`config.mk`:
```
export PLATFORM = sky130hd
export DESIGN_NAME = ahb_bus_arbiter
export DESIGN_NICKNAME = d
export VERILOG_FILES = /design/src/rtl/ahb_bus_arbiter.sv
export SDC_FILE = /design/constraint.sdc
export NUM_CORES = 1
export LEC_CHECK = 0
export BUFFER_PORTS_ARGS = -buffer_cell sky130_fd_sc_hd__buf_2
export CELL_PAD_IN_SITES_DETAIL_PLACEMENT = 0
export CELL_PAD_IN_SITES_GLOBAL_PLACEMENT = 1
export CORE_UTILIZATION = 40
export DETAILED_ROUTE_END_ITERATION = 10
export GPL_ROUTABILITY_DRIVEN = 1
export PLACE_DENSITY = 0.93
export SYNTH_ARGS = -nofsm -noshare
export SYNTH_HDL_FRONTEND = slang
export SYNTH_SLANG_ARGS = --single-unit
```
`constraint.sdc`:
```
create_clock -name HCLK -period 3.7 [get_ports HCLK]
set_input_delay 0.37 -clock HCLK [delete_from_list [all_inputs] [get_ports HCLK]]
set_output_delay 0.37 -clock HCLK [all_outputs]
set_load 0.005 [all_outputs]
```
`src/rtl/ahb_bus_arbiter.sv`:
```
// AHB bus arbiter for NUM_MASTERS masters.
// Fixed-priority or round-robin arbitration (ARB_MODE), burst-aware grant
// hand-over, locked-transfer holding. Define AHB_ARB_SPLIT_EN to add the
// HSPLIT port and SPLIT masking; without it SPLIT behaves like RETRY.
module ahb_bus_arbiter #(
  parameter int NUM_MASTERS    = 2,
  parameter int DEFAULT_MASTER = 0,
  parameter int ARB_MODE       = 0,
  parameter int MW             = 4
) (
  input  logic                   HCLK,
  input  logic                   HRESETn,
  input  logic [NUM_MASTERS-1:0] HBUSREQ,
  input  logic [NUM_MASTERS-1:0] HLOCK,
  input  logic [1:0]             HTRANS,
  input  logic [2:0]             HBURST,
  input  logic                   HREADY,
  input  logic [1:0]             HRESP,
`ifdef AHB_ARB_SPLIT_EN
  input  logic [NUM_MASTERS-1:0] HSPLIT,
`endif
  output logic [NUM_MASTERS-1:0] HGRANT,
  output logic [MW-1:0]          HMASTER,
  output logic                   HMASTLOCK
);

  localparam logic [1:0] TR_IDLE   = 2'b00;
  localparam logic [1:0] TR_NONSEQ = 2'b10;
  localparam logic [1:0] TR_SEQ    = 2'b11;
  localparam logic [1:0] RESP_OKAY = 2'b00;

  localparam logic [2:0] BU_WRAP4  = 3'b010;
  localparam logic [2:0] BU_INCR4  = 3'b011;
  localparam logic [2:0] BU_WRAP8  = 3'b100;
  localparam logic [2:0] BU_INCR8  = 3'b101;
  localparam logic [2:0] BU_WRAP16 = 3'b110;
  localparam logic [2:0] BU_INCR16 = 3'b111;

  localparam logic [NUM_MASTERS-1:0] ONE     = NUM_MASTERS'(1);
  localparam logic [MW-1:0]          DEF_IDX = MW'(DEFAULT_MASTER);
  localparam logic [NUM_MASTERS-1:0] DEF_GNT = ONE << DEFAULT_MASTER;

  typedef enum logic [1:0] {ARB, BURST, LOCKED} state_t;

  state_t                 state_q, state_d;
  logic [NUM_MASTERS-1:0] grant_q, grant_d;
  logic [MW-1:0]          hmaster_q, hmaster_d;
  logic                   hmlock_q, hmlock_d;
  logic [3:0]             cnt_q, cnt_d;
  logic                   rel_q, rel_d;
  logic [MW-1:0]          rr_ptr_q, rr_ptr_d;

  logic [MW-1:0]          owner_idx;
  logic                   lock_g;
  logic [NUM_MASTERS-1:0] req_eff;
  logic [MW-1:0]          arb_idx;
  logic [NUM_MASTERS-1:0] arb_gnt;
  logic [3:0]             burst_len;
  logic                   do_arb;

`ifdef AHB_ARB_SPLIT_EN
  localparam logic [1:0] RESP_SPLIT = 2'b11;

  logic [NUM_MASTERS-1:0] mask_q, mask_d, mask_set;

  // Split mask: set for the address-phase owner on the second SPLIT cycle,
  // cleared by HSPLIT on any edge so a one-cycle strobe is never lost.
  // A fresh set already excludes the master from this edge's arbitration.
  always_comb begin
    mask_set = '0;
    if (HREADY && (HRESP == RESP_SPLIT)) mask_set = ONE << hmaster_q;
    mask_d  = (mask_q | mask_set) & ~HSPLIT;
    req_eff = HBUSREQ & ~(mask_q | mask_set);
  end

  // Split mask register
  always_ff @(posedge HCLK or negedge HRESETn) begin
    if (!HRESETn) mask_q <= '0;
    else          mask_q <= mask_d;
  end
`else
  // Without split support every request is eligible
  always_comb begin
    req_eff = HBUSREQ;
  end
`endif

  // Index of the currently granted master and its lock request
  always_comb begin
    owner_idx = DEF_IDX;
    for (int i = 0; i < NUM_MASTERS; i++) begin
      if (grant_q[i]) owner_idx = MW'(i);
    end
    lock_g = |(HLOCK & grant_q);
  end

  // Arbitration: lowest index (fixed) or first requester after the RR pointer;
  // the loops run from lowest to highest priority so the last hit wins.
  always_comb begin
    int                     c;
    logic [NUM_MASTERS-1:0] rot;
    c       = 0;
    rot     = '0;
    arb_idx = DEF_IDX;
    if (ARB_MODE == 0) begin
      for (int i = NUM_MASTERS - 1; i >= 0; i--) begin
        if (req_eff[i]) arb_idx = MW'(i);
      end
    end else begin
      for (int k = NUM_MASTERS; k >= 1; k--) begin
        c = int'(rr_ptr_q) + k;
        if (c >= NUM_MASTERS) c = c - NUM_MASTERS;
        rot = req_eff >> c;
        if (rot[0]) arb_idx = MW'(c);
      end
    end
    arb_gnt = ONE << arb_idx;
  end

  // Remaining-beat count to load for fixed-length bursts (0 = not held)
  always_comb begin
    case (HBURST)
      BU_WRAP4,  BU_INCR4:  burst_len = 4'd3;
      BU_WRAP8,  BU_INCR8:  burst_len = 4'd7;
      BU_WRAP16, BU_INCR16: burst_len = 4'd15;
      default:              burst_len = 4'd0;
    endcase
  end

  // Next-state logic; nothing moves unless the bus accepts a transfer
  always_comb begin
    state_d   = state_q;
    grant_d   = grant_q;
    hmaster_d = hmaster_q;
    hmlock_d  = hmlock_q;
    cnt_d     = cnt_q;
    rel_d     = rel_q;
    rr_ptr_d  = rr_ptr_q;
    do_arb    = 1'b0;
    if (HREADY) begin
      hmaster_d = owner_idx;
      hmlock_d  = lock_g;
      case (state_q)
        ARB: begin
          if (lock_g) begin
            state_d = LOCKED;
            rel_d   = 1'b0;
          end else if ((HTRANS == TR_NONSEQ) && (burst_len != 4'd0)) begin
            state_d = BURST;
            cnt_d   = burst_len;
          end else begin
            do_arb = 1'b1;
          end
        end
        BURST: begin
          if ((HRESP != RESP_OKAY) || (HTRANS == TR_IDLE) || (HTRANS == TR_NONSEQ)) begin
            state_d = ARB;
            do_arb  = 1'b1;
          end else if (HTRANS == TR_SEQ) begin
            if (cnt_q != 4'd0) cnt_d = cnt_q - 4'd1;
            // Hand over once the penultimate beat is accepted
            if (cnt_q <= 4'd2) begin
              state_d = ARB;
              do_arb  = 1'b1;
            end
          end
        end
        LOCKED: begin
          if (rel_q) begin
            state_d = ARB;
            rel_d   = 1'b0;
            do_arb  = 1'b1;
          end else if (!lock_g) begin
            rel_d = 1'b1;
          end
        end
        default: begin
          state_d = ARB;
        end
      endcase
      if (do_arb) begin
        grant_d = arb_gnt;
        if (arb_gnt != grant_q) rr_ptr_d = arb_idx;
      end
    end
  end

  // State and output registers
  always_ff @(posedge HCLK or negedge HRESETn) begin
    if (!HRESETn) begin
      state_q   <= ARB;
      grant_q   <= DEF_GNT;
      hmaster_q <= DEF_IDX;
      hmlock_q  <= 1'b0;
      cnt_q     <= 4'd0;
      rel_q     <= 1'b0;
      rr_ptr_q  <= DEF_IDX;
    end else begin
      state_q   <= state_d;
      grant_q   <= grant_d;
      hmaster_q <= hmaster_d;
      hmlock_q  <= hmlock_d;
      cnt_q     <= cnt_d;
      rel_q     <= rel_d;
      rr_ptr_q  <= rr_ptr_d;
    end
  end

  assign HGRANT    = grant_q;
  assign HMASTER   = hmaster_q;
  assign HMASTLOCK = hmlock_q;

endmodule

```
==> flow_summary.json, run 1 <==
{
  "syn2layout_area_growth_pct": 16.38,
  "post-dp-hpwl_microns": 1142,
  "crit_path_frequent_cell": "o21ai_0",
  "p_total_mw": 0.5017,
  "power_density_nw_per_um2": 587.9,
  "core_area_sq_um": 1727,
  "ant_nets": 0,
  "critPathLaunchType": "register",
  "nets": 114,
  "slowest_stage": "dfrtp_1",
  "maxCapViolCount": 0,
  "antenna_found_initial": 0,
  "hold_slack_ns": 0.4123,
  "die_h_microns": 44.82,
  "grt_pass1_wl_microns": 2277,
  "io_buffers": 16,
  "syn_inst": 78,
  "clk_latency_ns": 0.26,
  "layout.area.seq_sq_um": 276.5,
  "ys_seq_area_share_pct": 37.71,
  "grt_util_all_layers_pct": 16.10,
  "wl_microns": 1374,
  "cts_tree": "yes",
  "gr-total-overflow": 0,
  "status": "finished clean",
  "setup_violations": 0,
  "cts_buffers": 3,
  "dieArea_sq_um": 2008,
  "crit_fanout": 7,
  "post-route-period-util_pct": 45.38,
  "drc": 0,
  "cts_sinks": 11,
  "drt_first_pass_iters": 4,
  "postSynth.asyncResetShare_pct": 100.0,
  "setup-tns-final_ns": 0,
  "via_per_inst": 5.240,
  "syn_area_sq_um": 733.2,
  "leakage_nw": 0.3974,
  "first_iter_violations": 9,
  "drive_above_1_share_pct": 29.17,
  "cp-end-kind": "register",
  "yosysWarnings": 0,
  "holdCritPathClass": "in -> reg",
  "ys_seq_elements": 11,
  "h-tree-depth": 1,
  "rsz0062_at_grt": "false",
  "rows": 15,
  "path_delay_family": "compound AO/OA/AOI/OAI gates",
  "multi_input_comb_area_sq_um": 410.4,
  "slew_viol_final": 0,
  "synth_most_common_cell": "dfrtp_1",
  "grt_pass1_vias": 570,
  "die_w_microns": 44.82,
  "wl_per_cell_microns": 11.36,
  "diodes": 0,
  "crit_buf_inv": 0,
  "path_cells": "a22oi_1 -> nor2b_1 -> a31oi_2 -> o21ai_0 -> o21ai_0",
  "vias": 634,
  "yosys-top-cells-area": "dfrtp_1, ha_1, nand2_1",
  "min_period_ns": 1.679,
  "synth_area_per_cell_sq_um": 9.400,
  "synth_top_cell_area_share_pct": 34.13,
  "clockBufferDepth": 2,
  "synthTopCellsByCount": "dfrtp_1, nand2_1, nor2_1, a21oi_1, inv_1",
  "n_fill_cell": 184,
  "place_congestion": 0.7948,
  "irDropWorstVdd_v": 0.0003264,
  "cts_resized": 0,
  "cts-root-buf": "clkbuf_4",
  "timing.fmax_mhz": 595.5,
  "ys.flop_type": "dfrtp_1",
  "clkTransAtPathRegs_ns": 0.06,
  "yosys.area.top_type": "dfrtp_1",
  "grt_start_max_net_pins": 12,
  "io_pins": 21,
  "yosysUniqueCellTypes": 34,
  "critPathArrivalTime_ns": 1.80,
  "crit_type": "reg -> reg",
  "synth-edff-count": 0,
  "finalHoldViolations": 0,
  "start_util_pct": 42.46,
  "fin_worst_skew_ns": 0.007290,
  "cp.required_ns": 3.82,
  "slowest_delay_ns": 0.40
}
[kinds of logic (layout without fill, tap and decap cells)]
| family | after synthesis | after routing | synth area share, % |
|---|---|---|---|
| flip-flops | 11 | 11 | 37.71 |
| buffers and inverters | 10 | 26 | 7.338 |
| multiplexers | 4 | 4 | 6.313 |
| AND/OR/NAND/NOR | 29 | 29 | 21.33 |
| AO/OA/AOI/OAI | 20 | 20 | 21.67 |
| adder cells (fa/ha/maj) | 3 | 3 | 5.120 |
| other | 1 | 3 | 0.5115 |
[worst register-to-register path: stages, from the launching register on]
cell,delay [ns]
dfrtp_1,0.40
a22oi_1,0.35
nor2b_1,0.31
a31oi_2,0.20
o21ai_0,0.19
o21ai_0,0.10
[stage by stage]
stage	area, sq um	cells	utilization [%]	worst slack (ns)
finish	853.3	121	49.42	2.021
global route	853.3	121	49.42	1.802
CTS	853.3	121	49.42	2.009
detailed placement	817.0	116	47.32	1.915
global placement	817.0	116	47.32	1.943
floorplan	740.7	80	-	2.138
[repair_timing]
action / 4_1_cts / 5_1_grt
endpoints found under the setup margin: 0 / 0
endpoints found under the hold margin: 10 / 0
buffers inserted: 0 / 0
hold buffers: 1 / 0
[power breakdown]
part           internal, mW  total [mW]  switching (mW)
combinational        0.0971       0.199           0.102
sequential            0.173       0.224          0.0509
clock                0.0416      0.0787          0.0371
total                 0.312       0.502           0.190
[state kept, by name, indices dropped and copies added, names as in the netlist]
name	flops
state_q	2
rel_q	1
HMASTLOCK	1
HMASTER	1
cnt_q	4
HGRANT	2
[layer usage]
| layer | routed length (microns) | vias to the layer above | track usage, % |
|---|---|---|---|
| li1 | - | 306 | - |
| met1 | 575 | 310 | 18.72 |
| met2 | 729 | 16 | 28.24 |
| met3 | 59 | 2 | 1.600 |
| met4 | 9 | 0 | 10.30 |
| met5 | 0 | - | 0 |
[path summary, 6_finish.rpt]
path                            startpoint        end  slack, ns  cells after the start
worst max-delay path             HGRANT[1]   cnt_q[2]       2.02                      5
worst min-delay path            HBUSREQ[1]  HGRANT[1]       0.41                      3
worst max register to register   HGRANT[1]   cnt_q[2]       2.02                      5
worst min register to register   HMASTLOCK  HMASTLOCK       0.50                      1
max in group asynchronous          HRESETn  HGRANT[0]       2.92                      2
min in group asynchronous          HRESETn  HMASTLOCK       0.51                      2
[cell usage in the layout (no fill, tap or decap), drive strengths merged, types with 2 or more instances in the layout]
master | Yosys | final
mux2i | 2 | 2
nor3b | 2 | 2
clkbuf | 0 | 4
mux2 | 2 | 2
a21oi | 5 | 5
nand2b | 3 | 3
conb | 1 | 3
nor2 | 7 | 7
dfrtp | 10 | 10
nand2 | 10 | 10
a31oi | 3 | 3
buf | 5 | 16
nor3 | 2 | 2
inv | 5 | 5
o21ai | 4 | 4
ha | 3 | 3
[cell type report]
| class | instances | area share [%] |
|---|---|---|
| multi-input combinational | 59 | 48.09 |
| sequential | 11 | 32.40 |
| timing repair buffer | 17 | 10.56 |
| tap | 25 | 3.666 |
| clock buffer | 4 | 3.079 |
| inverter | 5 | 2.199 |
Power figures use the tool's default switching activity.
==> run 2: changes to the inputs <==
- CORE_UTILIZATION: 40 -> 37
- PLACE_DENSITY: 0.93 -> 0.88
- clock period: 3.7 -> 1.65 ns (I/O delays scaled with it)
==> run 2 against run 1 <==
Clock power grew 130%. Critical path depth is 1 higher. Combinational power increased to 3.1 times the previous value. Non-clock buffer count rose by 7. Clock skew shrank 0.0015 ns. First-iteration DRC count grew 120%. Setup slack got worse by 2.0 ns. Register-to-register slack got worse by 2.0 ns. Highest routed layer unchanged. Count of clock-buffer cells in the layout unchanged.
==> flow_summary.json, run 2 (synthesized netlist as in run 1, its figures left out) <==
{
  "n_fill_cell": 176,
  "clkTransAtPathRegs_ns": 0.06,
  "io_buffers": 16,
  "seqPwrFrac_pct": 37.6,
  "cts_sinks": 11,
  "ant_nets": 0,
  "die_h_microns": 46.52,
  "via_per_inst": 5.070,
  "post-route-period-util_pct": 95.78,
  "grt_start_max_net_pins": 12,
  "maxCapViolCount": 0,
  "grt_util_all_layers_pct": 15.43,
  "place_congestion": 0.7375,
  "power.internal_mw": 0.7848,
  "die_w_microns": 46.52,
  "diodes": 0,
  "cp.required_ns": 1.79,
  "rsz0062_at_grt": "true",
  "rows": 15,
  "leakage_nw": 0.4314,
  "min_period_ns": 1.580,
  "most-common-layout-cells": "buf_2, dfrtp_1, nand2_1",
  "wirelength_met1_microns": 721,
  "drive_above_1_share_pct": 36.89,
  "clk_latency_ns": 0.26,
  "cts_tree": "yes",
  "mostFrequentLayoutCell": "buf_2",
  "setup_violations": 0,
  "setup-tns-final_ns": 0,
  "syn2layout_area_growth_pct": 27.13,
  "cp-end-kind": "register",
  "clockBufferDepth": 2,
  "core_area_sq_um": 1783,
  "critPathArrivalTime_ns": 1.72,
  "p_clk_share_pct": 14.0,
  "critPathLaunchType": "register",
  "cts_buffers": 3,
  "grt_pass1_wl_microns": 2297,
  "slew_viol_final": 0,
  "gr-total-overflow": 0,
  "p_switching_mw": 0.4824,
  "first_iter_violations": 20,
  "dr_wl_met3_microns": 62,
  "irDropWorstVdd_v": 0.0007051,
  "dieArea_sq_um": 2164,
  "crit_type": "reg -> reg",
  "drc": 0,
  "wl_met2_microns": 739,
  "io_pins": 21,
  "nets": 121,
  "largest_reg_flops": 4,
  "wl_per_cell_microns": 11.99,
  "pre_cts_slack_ns": 0.01697,
  "wl_microns": 1535,
  "holdCritPathClass": "in -> reg",
  "post-dp-hpwl_microns": 1183,
  "finalHoldViolations": 0,
  "largest-register": "cnt_q",
  "vias": 649,
  "drt_first_pass_iters": 4,
  "start_util_pct": 41.12,
  "antenna_found_initial": 0,
  "setup_slack_ns": 0.06969,
  "post_dp_cell_area_sq_um": 854.6,
  "power_density_nw_per_um2": 1359,
  "grt_pass1_vias": 541,
  "status": "finished clean",
  "finish.instance_area_sq_um": 932.1,
  "crit_fanout": 7,
  "maxUsedRoutingLayer": "met4",
  "fin_worst_skew_ns": 0.005809,
  "h-tree-depth": 1,
  "timing.fmax_mhz": 632.8,
  "swShare_pct": 38.07,
  "cts-root-buf": "clkbuf_4",
  "comb_power_share_pct": 48.4
}
run 2: cell count changes in the layout (fill, tap and decap cells not counted), sizes merged:
cell,change
buf,+7
run 2: per-layer routing:
metal | track usage [%] | vias to the layer above
li1 | - | 323
met5 | 0 | -
met3 | 1.176 | 2
met2 | 26.11 | 16
met1 | 18.98 | 308
met4 | 8.824 | 0
run 2: power by group through the flow:
stage                     clock network (mW)  registers [mW]  logic, mW
after floorplan                            0           0.469      0.372
after global placement                     0           0.470      0.538
after detailed placement                   0           0.476      0.551
after CTS                              0.185           0.472      0.558
after global routing                   0.198           0.491      0.681
final                                  0.178           0.476      0.613
run 2: timing repair:
action,in CTS,in global routing
resized for setup,0,7
setup endpoints to repair,0,5
setup buffers,0,2
endpoints found under the hold margin,11,0
hold buffers,1,0
run 2: area by class of cell:
cell class	instances	area, sq um	share of cell area (%)
clock buffers	4	26.28	2.819
flip-flops and latches	11	276.5	29.66
inverters	5	18.77	2.013
well taps	25	31.28	3.356
repair buffers	24	142.6	15.30
multi-input cells	59	436.7	46.85
run 2: final timing paths:
path / endpoint / start / slack (ns) / depth (start not counted)
worst min-delay path: HGRANT[1] / HBUSREQ[1] / 0.21 / 3
min in group asynchronous: state_q[1] / HRESETn / 0.29 / 2
worst max-delay path: cnt_q[2] / cnt_q[1] / 0.07 / 6
max in group asynchronous: HGRANT[0] / HRESETn / 1.09 / 2
worst min register to register: HMASTLOCK / HMASTLOCK / 0.48 / 1
worst max register to register: cnt_q[2] / cnt_q[1] / 0.07 / 6
run 2: worst max-delay path, cell delays in order (launching register included):
cell and delay, ns:
dfrtp_1 0.41, inv_2 0.06, ha_2 0.18, a2111oi_4 0.45, a31oi_4 0.10, o21ai_1 0.17
o21ai_1 0.09
run 2: per-stage QoR:
| step | power [mW] | std cells | hold slack, ns | util (%) |
|---|---|---|---|---|
| floorplan | 0.8411 | 80 | -0.1306 | - |
| global placement | 1.008 | 121 | 0.03751 | 47.93 |
| detailed placement | 1.028 | 121 | 0.04301 | 47.93 |
| CTS | 1.215 | 126 | 0.2060 | 49.96 |
| global route | 1.370 | 128 | 0.2317 | 52.28 |
| finish | 1.267 | 128 | 0.2085 | 52.28 |
==> run 3: changes to the inputs <==
- SETUP_SLACK_MARGIN: default -> 0.5
==> run 3 against run 2 <==
Critical path depth stayed put. Final cell count up 3.9%. Combinational power rose by 25%. Sequential power increased by 3%. Wire length up 5.3%. Maximum frequency is 3.8% higher. Count of clock-buffer cells in the layout did not move. Setup slack gained 0.058 ns.
==> flow_summary.json, run 3 (synthesized netlist as in run 1, its figures left out) <==
{
  "status": "finished clean",
  "drc": 0,
  "fin_worst_skew_ns": 0.002780,
  "cp-end-kind": "register",
  "hold_slack_ns": 0.1693,
  "antenna_found_initial": 0,
  "h-tree-depth": 1,
  "cts-root-buf": "clkbuf_4",
  "reg2reg_depth": 6,
  "drive_above_1_share_pct": 49.07,
  "io_pins": 21,
  "wl_per_cell_microns": 12.15,
  "slowest_stage": "a2111oi_4",
  "gr-total-overflow": 0,
  "ant_nets": 0,
  "timing.fmax_mhz": 656.8,
  "slowest_delay_ns": 0.43,
  "cp.required_ns": 1.82,
  "most-common-layout-cells": "buf_2, buf_4, nand2_1",
  "first_iter_violations": 6,
  "crit_fanout": 7,
  "clkTransAtPathRegs_ns": 0.07,
  "diodes": 0,
  "die_h_microns": 46.52,
  "power_density_nw_per_um2": 1425,
  "via_per_inst": 5.113,
  "critPathLaunchType": "register",
  "grt_start_max_net_pins": 12,
  "rsz0062_at_grt": "true",
  "place_congestion": 0.7669,
  "crit_buf_inv": 1,
  "io_buffers": 16,
  "critPathArrivalTime_ns": 1.69,
  "wl_microns": 1616,
  "leakage_nw": 0.4664,
  "finalHoldViolations": 0,
  "grt_pass1_vias": 607,
  "setup-tns-final_ns": 0,
  "irDropWorstVdd_v": 0.0007641,
  "clk_latency_ns": 0.28,
  "setup_violations": 0,
  "syn2layout_area_growth_pct": 38.74,
  "rows": 15,
  "clockBufferDepth": 2,
  "cts_sinks": 11,
  "drt_first_pass_iters": 4,
  "post-route-period-util_pct": 92.28,
  "min_period_ns": 1.523,
  "die_w_microns": 46.52,
  "largest_reg_flops": 4,
  "cp_num_cells": 6,
  "mostFrequentLayoutCell": "buf_2",
  "largest-register": "cnt_q",
  "cts_buffers": 3,
  "min_path_cells": 3,
  "path_delay_family": "compound AO/OA/AOI/OAI gates",
  "start_util_pct": 41.12,
  "path_cells": "inv_2 -> ha_4 -> a2111oi_4 -> a31oi_4 -> mux2i_1 -> nand2_1",
  "dieArea_sq_um": 2164,
  "grt_util_all_layers_pct": 17.62,
  "vias": 680,
  "maxCapViolCount": 0,
  "cts_tree": "yes",
  "hp-start": "HBUSREQ[1]",
  "crit_type": "reg -> reg",
  "post-dp-hpwl_microns": 1129,
  "nets": 126,
  "grt_pass1_wl_microns": 2622,
  "final_util_pct": 57.05,
  "holdCritPathClass": "in -> reg",
  "slew_viol_final": 0,
  "core_area_sq_um": 1783,
  "r2r-start": "cnt_q[1]",
  "startpoint": "cnt_q[1]"
}
[run 3: changes by cell type in the layout (fill, tap and decap cells not counted), sizes merged]
cell,delta
buf,+5
[run 3: area by class of cell]
type,count,area [sq um]
timing repair buffer,29,180.2
fill,164,765.7
multi-input combinational,59,481.7
clock buffer,4,26.28
sequential,11,279.0
tap,25,31.28
inverter,5,18.77
[run 3: tightest hold or removal path, cell delays in order]
cell	delay, ns
buf_2	0.09
nand2b_1	0.07
mux2i_1	0.07
[run 3: metrics by stage]
stage	cell area, sq um	std cells	total power, mW	setup slack (ns)
after floorplan	783.3	80	0.9291	0.1830
after global placement	882.1	119	1.073	0.08559
after detailed placement	882.1	119	1.091	0.04753
after CTS	985.9	130	1.385	0.1648
after global routing	1017	133	1.565	0.06283
final	1017	133	1.450	0.1274
[run 3: path summary, 6_finish.rpt]
check	end	slack, ns
max in group asynchronous	HGRANT[0]	1.08
max	cnt_q[0]	0.13
min	HGRANT[1]	0.17
min in group asynchronous	HMASTLOCK	0.30
max reg2reg	cnt_q[0]	0.13
min reg2reg	HMASTLOCK	0.49
[run 3: repair_timing]
action	4_1_cts	5_1_grt
pin swaps	2	1
hold endpoints to repair	10	0
gates resized for setup	7	2
endpoints found under the setup margin	8	9
buffers inserted	6	3
hold buffers	1	0
gates cloned	0	0
[run 3: power by group]
part	internal [mW]	switching, mW	total [mW]
Sequential	0.392	0.0983	0.490
Combinational	0.413	0.351	0.764
Clock	0.0940	0.102	0.196
[run 3: routing by layer]
metal	GRT usage [%]	share of wire (%)
met5	0	0
met4	10.59	1.5
met3	2.745	5.8
met2	28.33	48
met1	21.82	44
